`src/rtl/apb_pkg.sv`:
```
// Shared types and constants for the APB4 requester: FSM states, PPROT bits, strobe width.
package apb_pkg;

    typedef enum logic [1:0] {
        APB_IDLE   = 2'd0,
        APB_SETUP  = 2'd1,
        APB_ACCESS = 2'd2
    } apb_state_e;

    localparam logic [2:0] PPROT_PRIV   = 3'b001;
    localparam logic [2:0] PPROT_NONSEC = 3'b010;
    localparam logic [2:0] PPROT_INSTR  = 3'b100;

    function automatic int unsigned strb_width(input int unsigned data_width);
        return data_width / 8;
    endfunction

endpackage

```
`src/rtl/apb_master.sv`:
```
// APB4 requester: single-beat command port to APB SETUP/ACCESS transfers with registered response.
// Optional ACCESS wait timeout enabled by defining APB_TIMEOUT_EN.
module apb_master
    import apb_pkg::*;
#(
    parameter int unsigned ADDR_WIDTH     = 32,
    parameter int unsigned DATA_WIDTH     = 32,
    parameter int unsigned TIMEOUT_CYCLES = 256
) (
    input  logic                    PCLK,
    input  logic                    PRESET,
    input  logic                    cmd_valid,
    output logic                    cmd_ready,
    input  logic                    cmd_write,
    input  logic [ADDR_WIDTH-1:0]   cmd_addr,
    input  logic [DATA_WIDTH-1:0]   cmd_wdata,
    input  logic [DATA_WIDTH/8-1:0] cmd_strb,
    input  logic [2:0]              cmd_prot,
    output logic                    rsp_valid,
    output logic [DATA_WIDTH-1:0]   rsp_rdata,
    output logic                    rsp_err,
    output logic                    PSEL,
    output logic                    PENABLE,
    output logic                    PWRITE,
    output logic [ADDR_WIDTH-1:0]   PADDR,
    output logic [DATA_WIDTH-1:0]   PWDATA,
    output logic [DATA_WIDTH/8-1:0] PSTRB,
    output logic [2:0]              PPROT,
    input  logic [DATA_WIDTH-1:0]   PRDATA,
    input  logic                    PREADY,
    input  logic                    PSLVERR
);

    localparam int unsigned STRB_W = strb_width(DATA_WIDTH);

    apb_state_e              state_q, state_d;
    logic                    psel_q, psel_d;
    logic                    penable_q, penable_d;
    logic                    pwrite_q, pwrite_d;
    logic [ADDR_WIDTH-1:0]   paddr_q, paddr_d;
    logic [DATA_WIDTH-1:0]   pwdata_q, pwdata_d;
    logic [STRB_W-1:0]       pstrb_q, pstrb_d;
    logic [2:0]              pprot_q, pprot_d;
    logic                    rsp_valid_q, rsp_valid_d;
    logic [DATA_WIDTH-1:0]   rsp_rdata_q, rsp_rdata_d;
    logic                    rsp_err_q, rsp_err_d;
    logic                    accept;

`ifdef APB_TIMEOUT_EN
    localparam logic [15:0] WAIT_LAST = 16'(TIMEOUT_CYCLES - 1);
    logic [15:0] wait_cnt_q, wait_cnt_d;
`else
    logic unused_timeout;
    assign unused_timeout = ^32'(TIMEOUT_CYCLES);
`endif

    // Ready while idle or on the completing ACCESS cycle; the command goes straight onto the bus regs.
    assign cmd_ready = !PRESET && ((state_q == APB_IDLE) || ((state_q == APB_ACCESS) && PREADY));
    assign accept    = cmd_valid && cmd_ready;

    always_comb begin
        state_d     = state_q;
        psel_d      = psel_q;
        penable_d   = penable_q;
        pwrite_d    = pwrite_q;
        paddr_d     = paddr_q;
        pwdata_d    = pwdata_q;
        pstrb_d     = pstrb_q;
        pprot_d     = pprot_q;
        rsp_valid_d = 1'b0;
        rsp_rdata_d = rsp_rdata_q;
        rsp_err_d   = rsp_err_q;
`ifdef APB_TIMEOUT_EN
        wait_cnt_d  = wait_cnt_q;
`endif

        case (state_q)
            APB_IDLE: ;
            APB_SETUP: begin
                state_d   = APB_ACCESS;
                penable_d = 1'b1;
`ifdef APB_TIMEOUT_EN
                wait_cnt_d = 16'd0;
`endif
            end
            APB_ACCESS: begin
                if (PREADY) begin
                    rsp_valid_d = 1'b1;
                    rsp_err_d   = PSLVERR;
                    rsp_rdata_d = pwrite_q ? DATA_WIDTH'(0) : PRDATA;
                    state_d     = APB_IDLE;
                    psel_d      = 1'b0;
                    penable_d   = 1'b0;
                end
`ifdef APB_TIMEOUT_EN
                else if (wait_cnt_q == WAIT_LAST) begin
                    rsp_valid_d = 1'b1;
                    rsp_err_d   = 1'b1;
                    rsp_rdata_d = DATA_WIDTH'(0);
                    state_d     = APB_IDLE;
                    psel_d      = 1'b0;
                    penable_d   = 1'b0;
                end else begin
                    wait_cnt_d = wait_cnt_q + 16'd1;
                end
`endif
            end
            default: state_d = APB_IDLE;
        endcase

        // Acceptance overrides the idle return so back-to-back transfers keep PSEL high.
        if (accept) begin
            state_d   = APB_SETUP;
            psel_d    = 1'b1;
            penable_d = 1'b0;
            pwrite_d  = cmd_write;
            paddr_d   = cmd_addr;
            pwdata_d  = cmd_write ? cmd_wdata : DATA_WIDTH'(0);
            pstrb_d   = cmd_write ? cmd_strb : STRB_W'(0);
            pprot_d   = cmd_prot;
        end
    end

    always_ff @(posedge PCLK) begin
        if (PRESET) begin
            state_q     <= APB_IDLE;
            psel_q      <= 1'b0;
            penable_q   <= 1'b0;
            pwrite_q    <= 1'b0;
            paddr_q     <= '0;
            pwdata_q    <= '0;
            pstrb_q     <= '0;
            pprot_q     <= '0;
            rsp_valid_q <= 1'b0;
            rsp_rdata_q <= '0;
            rsp_err_q   <= 1'b0;
`ifdef APB_TIMEOUT_EN
            wait_cnt_q  <= '0;
`endif
        end else begin
            state_q     <= state_d;
            psel_q      <= psel_d;
            penable_q   <= penable_d;
            pwrite_q    <= pwrite_d;
            paddr_q     <= paddr_d;
            pwdata_q    <= pwdata_d;
            pstrb_q     <= pstrb_d;
            pprot_q     <= pprot_d;
            rsp_valid_q <= rsp_valid_d;
            rsp_rdata_q <= rsp_rdata_d;
            rsp_err_q   <= rsp_err_d;
`ifdef APB_TIMEOUT_EN
            wait_cnt_q  <= wait_cnt_d;
`endif
        end
    end

    assign PSEL      = psel_q;
    assign PENABLE   = penable_q;
    assign PWRITE    = pwrite_q;
    assign PADDR     = paddr_q;
    assign PWDATA    = pwdata_q;
    assign PSTRB     = pstrb_q;
    assign PPROT     = pprot_q;
    assign rsp_valid = rsp_valid_q;
    assign rsp_rdata = rsp_rdata_q;
    assign rsp_err   = rsp_err_q;

endmodule
```
`config.mk`:
```
export PLATFORM = sky130hd
export DESIGN_NAME = apb_master
export DESIGN_NICKNAME = d
export VERILOG_FILES = /design/src/rtl/apb_pkg.sv /design/src/rtl/apb_master.sv
export SDC_FILE = /design/constraint.sdc
export NUM_CORES = 1
export LEC_CHECK = 0
export ABC_AREA = 1
export BUFFER_PORTS_ARGS = -buffer_cell sky130_fd_sc_hd__buf_2
export CAP_MARGIN = 0
export CORE_UTILIZATION = 35
export DETAILED_ROUTE_END_ITERATION = 7
export PLACE_DENSITY = 0.64
export SYNTH_ARGS = -nofsm -noshare
export SYNTH_HDL_FRONTEND = slang
export SYNTH_SLANG_ARGS = --single-unit
```
`constraint.sdc`:
```
create_clock -name PCLK -period 1.35 [get_ports PCLK]
set_clock_uncertainty 0.05 [all_clocks]
set_input_delay 0.27 -clock PCLK [delete_from_list [all_inputs] [get_ports PCLK]]
set_output_delay 0.27 -clock PCLK [all_outputs]
set_load 0.03 [all_outputs]
```
### Word-level counts from Yosys, hierarchy flattened

Index checks and enable logic that the tools add are counted.

| word-level totals | value |
|---|---|
| flip-flop bits (word level) | 110 |
| bits of input ports | 109 |
| output and inout port bits | 109 |
| word-level logic and storage cells | 46 |

| operators by class | value |
|---|---|
| equal/unequal tests | 5 |
| mux-type cells | 11 |
| bitwise operators | 2 |
| reductions and logical operators | 16 |

Operators by type and width:

| kind | count |
|---|---|
| $mux 32 | 2 |
| $reduce_and 2->1 | 5 |
| $pmux 2 s3 | 1 |
| $reduce_bool 2->1 | 3 |
| $mux 1 | 5 |
| $mux 4 | 1 |
| $ne 2x2->1 const B | 2 |
| $reduce_or 2->1 | 2 |
| $logic_and 1x1->1 | 3 |
| $ne 3x3->1 const B | 1 |
| $eq 2x1->1 const B | 1 |
| $eq 2x2->1 const B | 1 |
| $logic_not 2->1 | 1 |
| $mux 2 | 1 |
| $not 1->1 | 2 |
| $pmux 1 s2 | 1 |
| $logic_not 1->1 | 1 |
| $logic_or 1x1->1 | 1 |

### Longest topological paths before layout

| logic depth | value |
|---|---|
| depth after elaboration | 7 |
| gate-level depth with buffers | 8 |
| mapped depth without buffers | 6 |

### Least setup slack after synthesis

OpenSTA, ideal clock, no wires.

| timing path | value |
|---|---|
| kind | reg2reg |
| from | register state_q[0] |
| to | register pwdata_q[22], in the netlist PWDATA[22] |
| library setup time | 114 ps |
| arrival time | 1042 ps |
| required time | 1186 ps |
| slack | 144 ps |
| cell stages (with the launch flop) | 7 |
| buffers on the path | 2 |
| clock period less this slack | 1206 ps |
| path through | dfxtp_1 -> nor2_4 -> nand3_1 -> buf_4 -> buf_2 -> nand3_1 -> nand2_1 |

| on the way | value |
|---|---|
| word-level cells in the longest chain between the ends | 5 |
| elaborated cells between the ends (all ways) | 6 |
| classes of those cells | 1 x eq/ne; 5 x reduce/logical |

RTL lines:

| item | line | text |
|---|---|---|
| start, declared | apb_master.sv:36 | `apb_state_e state_q, state_d;` |
| start signal, assigned | apb_master.sv:141 | `state_q <= state_d;` |
| $eq 2x2->1 | apb_master.sv:58 | `assign cmd_ready = !PRESET && ((state_q == APB_IDLE) \|\| ((state_q == APB_ACCESS) && PREADY));` |
| $logic_and 1x1->1 | apb_master.sv:58 |  |
| $logic_or 1x1->1 * | apb_master.sv:58 |  |
| $logic_and 1x1->1 * | apb_master.sv:58 |  |
| $logic_and 1x1->1 * | apb_master.sv:59 | `assign accept = cmd_valid && cmd_ready;` |
| end signal, assigned | apb_master.sv:146 | `pwdata_q <= pwdata_d;` |
| end, declared | apb_master.sv:41 | `logic [DATA_WIDTH-1:0] pwdata_q, pwdata_d;` |

Every way passes the cells marked *; elsewhere a longest branch is shown, timed or not.
A chain may end at the register's enable or synchronous reset.

### Final worst setup path

| timing path | value |
|---|---|
| from | register state_q[1] |
| to | output cmd_ready |

| on the way | value |
|---|---|
| word-level cells in the longest chain between the ends | 4 |
| elaborated cells between the ends (all ways) | 5 |
| classes of those cells | 1 x eq/ne; 4 x reduce/logical |

RTL lines:

| item | line | text |
|---|---|---|
| $eq 2x2->1 | apb_master.sv:58 |  |
| $logic_and 1x1->1 | apb_master.sv:58 |  |
| $logic_or 1x1->1 * | apb_master.sv:58 |  |
| $logic_and 1x1->1 * | apb_master.sv:58 |  |
| end, declared | apb_master.sv:13 | `output logic cmd_ready,` |

Marked as above.

==> results_dict.tcl <==
set metrics [dict create \
    status "completed" \
    cts.sinks 110 \
    drv_slew 0 \
    synth_area_leaders "dfxtp_1, nand2_1, inv_1" \
    antenna_found_initial 2 \
    fin_crit_sh_pct 99.21 \
    p_int_mw 5.500 \
    path_cells "nand2_4, nand2_4, inv_2, buf_6" \
    synth_cell_types 20 \
    drt_iter0_drc 285 \
    cts_tree "yes" \
    grt-ovfl-total 0 \
    power_density_nw_per_um2 1184 \
    switching_share_pct 28.04 \
    hp-start "cmd_wdata[7]" \
    grt_max_degree 58 \
    switchingPower_mw 2.143 \
    remaining_drc_errors 0 \
    clock.fmax_ghz 0.7467 \
    final_cell_area_um2 6457 \
    drive_gt1_share_pct 29.24 \
    timing.final.crit_period_ns 1.339 \
    core_area_um2 13240 \
    p_seq_share_pct 45.5 \
    path_common_cell "nand2_4" \
    setup_viol_count_final 0 \
    pin_count 218 \
    numCtsBuffers 9 \
    place_area_um2 6051 \
    ys_ff_latch 110 \
    max_stage_delay_ns 0.36 \
    hold_viol 0 \
    synthCells 704 \
    clk_pin_slew_ns 0.07 \
    crit_required_ns 1.03 \
    start_util_pct 35.75 \
    tightest_slew_ns 0.6327 \
    vias 4753 \
    combPwrFrac_pct 17.2 \
    multiInputGateArea_um2 1768 \
    n_fill_cell 1395 \
    insertion_delay_ns 0.35 \
    max-slew-margin-rel_pct 57.82 \
    syn-cell-area_um2 4735 \
    syn2layout_area_growth_pct 36.39 \
    first_pass_iters 4 \
    total_power_mw 7.643 \
    r2r_start "state_q[0]" \
    synth_area_per_cell_um2 6.725 \
    pwr-share-clk_pct 37.4 \
    ys_seq_area_share_pct 46.51 \
    yosysTopAreaCell "dfxtp_1" \
    ant_nets 0 \
    p_leak_nw 3.902 \
    grt_pass1_wl_um 20420 \
    gp_congestion 0.7347 \
    wl_per_cell_um 11.61 \
    die_x_um 118.3 \
    max-vdd-ir-drop_uv 793.1 \
    grt_pass1_vias 4200 \
    worst_path_max_delay_cell "dfxtp_2" \
    yosys.area.top_type_share_pct 46.51 \
    seq_area_um2 2205 \
    ys_warn_count 0 \
    grt_use_total_pct 18.05 \
    syn_nets 813 \
    htreeDepth 3 \
    critPathMaxFanout 5 \
    rows 42 \
    cts_root_buf "clkbuf_16" \
    avgViaCountPerCell 4.357 \
    wl_um 12670 \
    die_area_um2 14000 \
    rsz0062_at_grt "true" \
    hold_buffers 0 \
    port_buffers 217 \
    hold_path.class "in2reg" \
    setup.worst_path.start "state_q[1]" \
    dieHeight_um 118.3 \
    crit_arrival_ns 1.02 \
    hpwl_um 8390 \
    crit_path_start_kind "register" \
    fin_nets 1017 \
    maxCapViolCount 0 \
    clockBufferDepth 2 \
    cp-end-kind "output pin" \
    crit_type "reg2out" \
]
==> layout make-up <==
| class | instances | area share, % |
|---|---|---|
| Clock inverter | 7 | 1.531 |
| Multi-Input combinational cell | 400 | 27.38 |
| Clock buffer | 9 | 3.488 |
| Tap cell | 176 | 3.410 |
| Sequential cell | 110 | 34.14 |
| Timing Repair Buffer | 239 | 21.35 |
| Inverter | 148 | 8.622 |
| Antenna cell | 2 | 0.07750 |
==> final timing paths <==
| kind | slack, ns | depth (start not counted) | end |
|---|---|---|---|
| max | 0.01 | 4 | cmd_ready |
| min | 0.09 | 3 | PWDATA[7] |
| max reg2reg | 0.06 | 7 | PADDR[10] |
| min reg2reg | 0.41 | 2 | PWDATA[9] |
==> worst max-delay path, delay by kind of cell (launching register included) <==
family	cells	cell delay, ns
buffers and inverters	2	0.16
AND/OR/NAND/NOR	2	0.15
flip-flops	1	0.36
==> flip-flops by register name (all words and copies together), names as in the netlist <==
register and flops:
PADDR 32, PWDATA 32, rsp_rdata 32, PSTRB 4, PPROT 3, state_q 2, PENABLE 1, PSEL 1
PWRITE 1, rsp_err 1, rsp_valid 1
==> stage by stage <==
step                      hold slack, ns  util [%]  setup TNS [ns]  worst slack (ns)  cells
final                            0.09206     48.76               0           0.01072   1091
after global routing              0.1201     48.72         -0.2062          -0.05017   1089
after CTS                        0.07564     48.47        -0.01044          -0.01044   1088
after detailed placement          0.4046     45.69               0           0.04405   1069
after global placement            0.4006     45.69               0           0.06124   1069
after floorplan                   0.2891         -               0            0.1444    704
==> what timing repair did <==
action                     CTS  global route
pin swaps                    2             0
setup buffers                3             0
setup endpoints to repair    1            12
resized for setup            8             7
cloned                       0             1
==> synthesized netlist by cell type, drive strengths merged <==
cell type,number
nand4,35
inv,148
dfxtp,110
nand3,73
buf,28
clkbuf,18
nand2,218
nor2,37
o21ai,32
or2,1
a21oi,4
==> power groups by stage <==
stage | Sequential [mW] | Clock [mW] | Combinational, mW
after floorplan | 3.85 | 0 | 0.527
after detailed placement | 3.55 | 0 | 1.29
final | 3.48 | 2.85 | 1.31
after global placement | 3.55 | 0 | 1.29
after CTS | 3.48 | 2.96 | 1.31
after global routing | 3.49 | 3.07 | 1.46
==> cell families after synthesis <==
group | Yosys count | synth area share (%)
and+or+nand+nor | 364 | 33.01
buffers and inverters | 194 | 16.68
DFF | 110 | 46.51
AOI/OAI and AO/OA | 36 | 3.805
==> per-layer routing <==
layer  up-vias  share of wire, %  track usage [%]
met5         -                 0                0
met4         0               1.3            5.369
met3        12               7.3            5.840
met2       158                45            29.01
met1      2066                46            22.94
li1       2517                 -                -
==> cell usage in the layout, fill, tap and decap left out <==
master / n
o21ai_0: 26
nor2_1: 35
dfxtp_2: 2
inv_1: 145
o21ai_1: 6
a21oi_1: 4
clkinvlp_4: 1
clkbuf_16: 10
nor2_4: 2
buf_6: 2
inv_2: 2
clkinv_2: 2
diode_2: 2
nand4_1: 35
or2_2: 1
buf_2: 216
buf_4: 12
clkinv_4: 3
nand3_2: 2
nand2_1: 216
nand2_4: 2
nand3_1: 71
buf_12: 8
bufinv_16: 2
dfxtp_1: 108
Note: power is estimated with default switching activity, not from simulation.
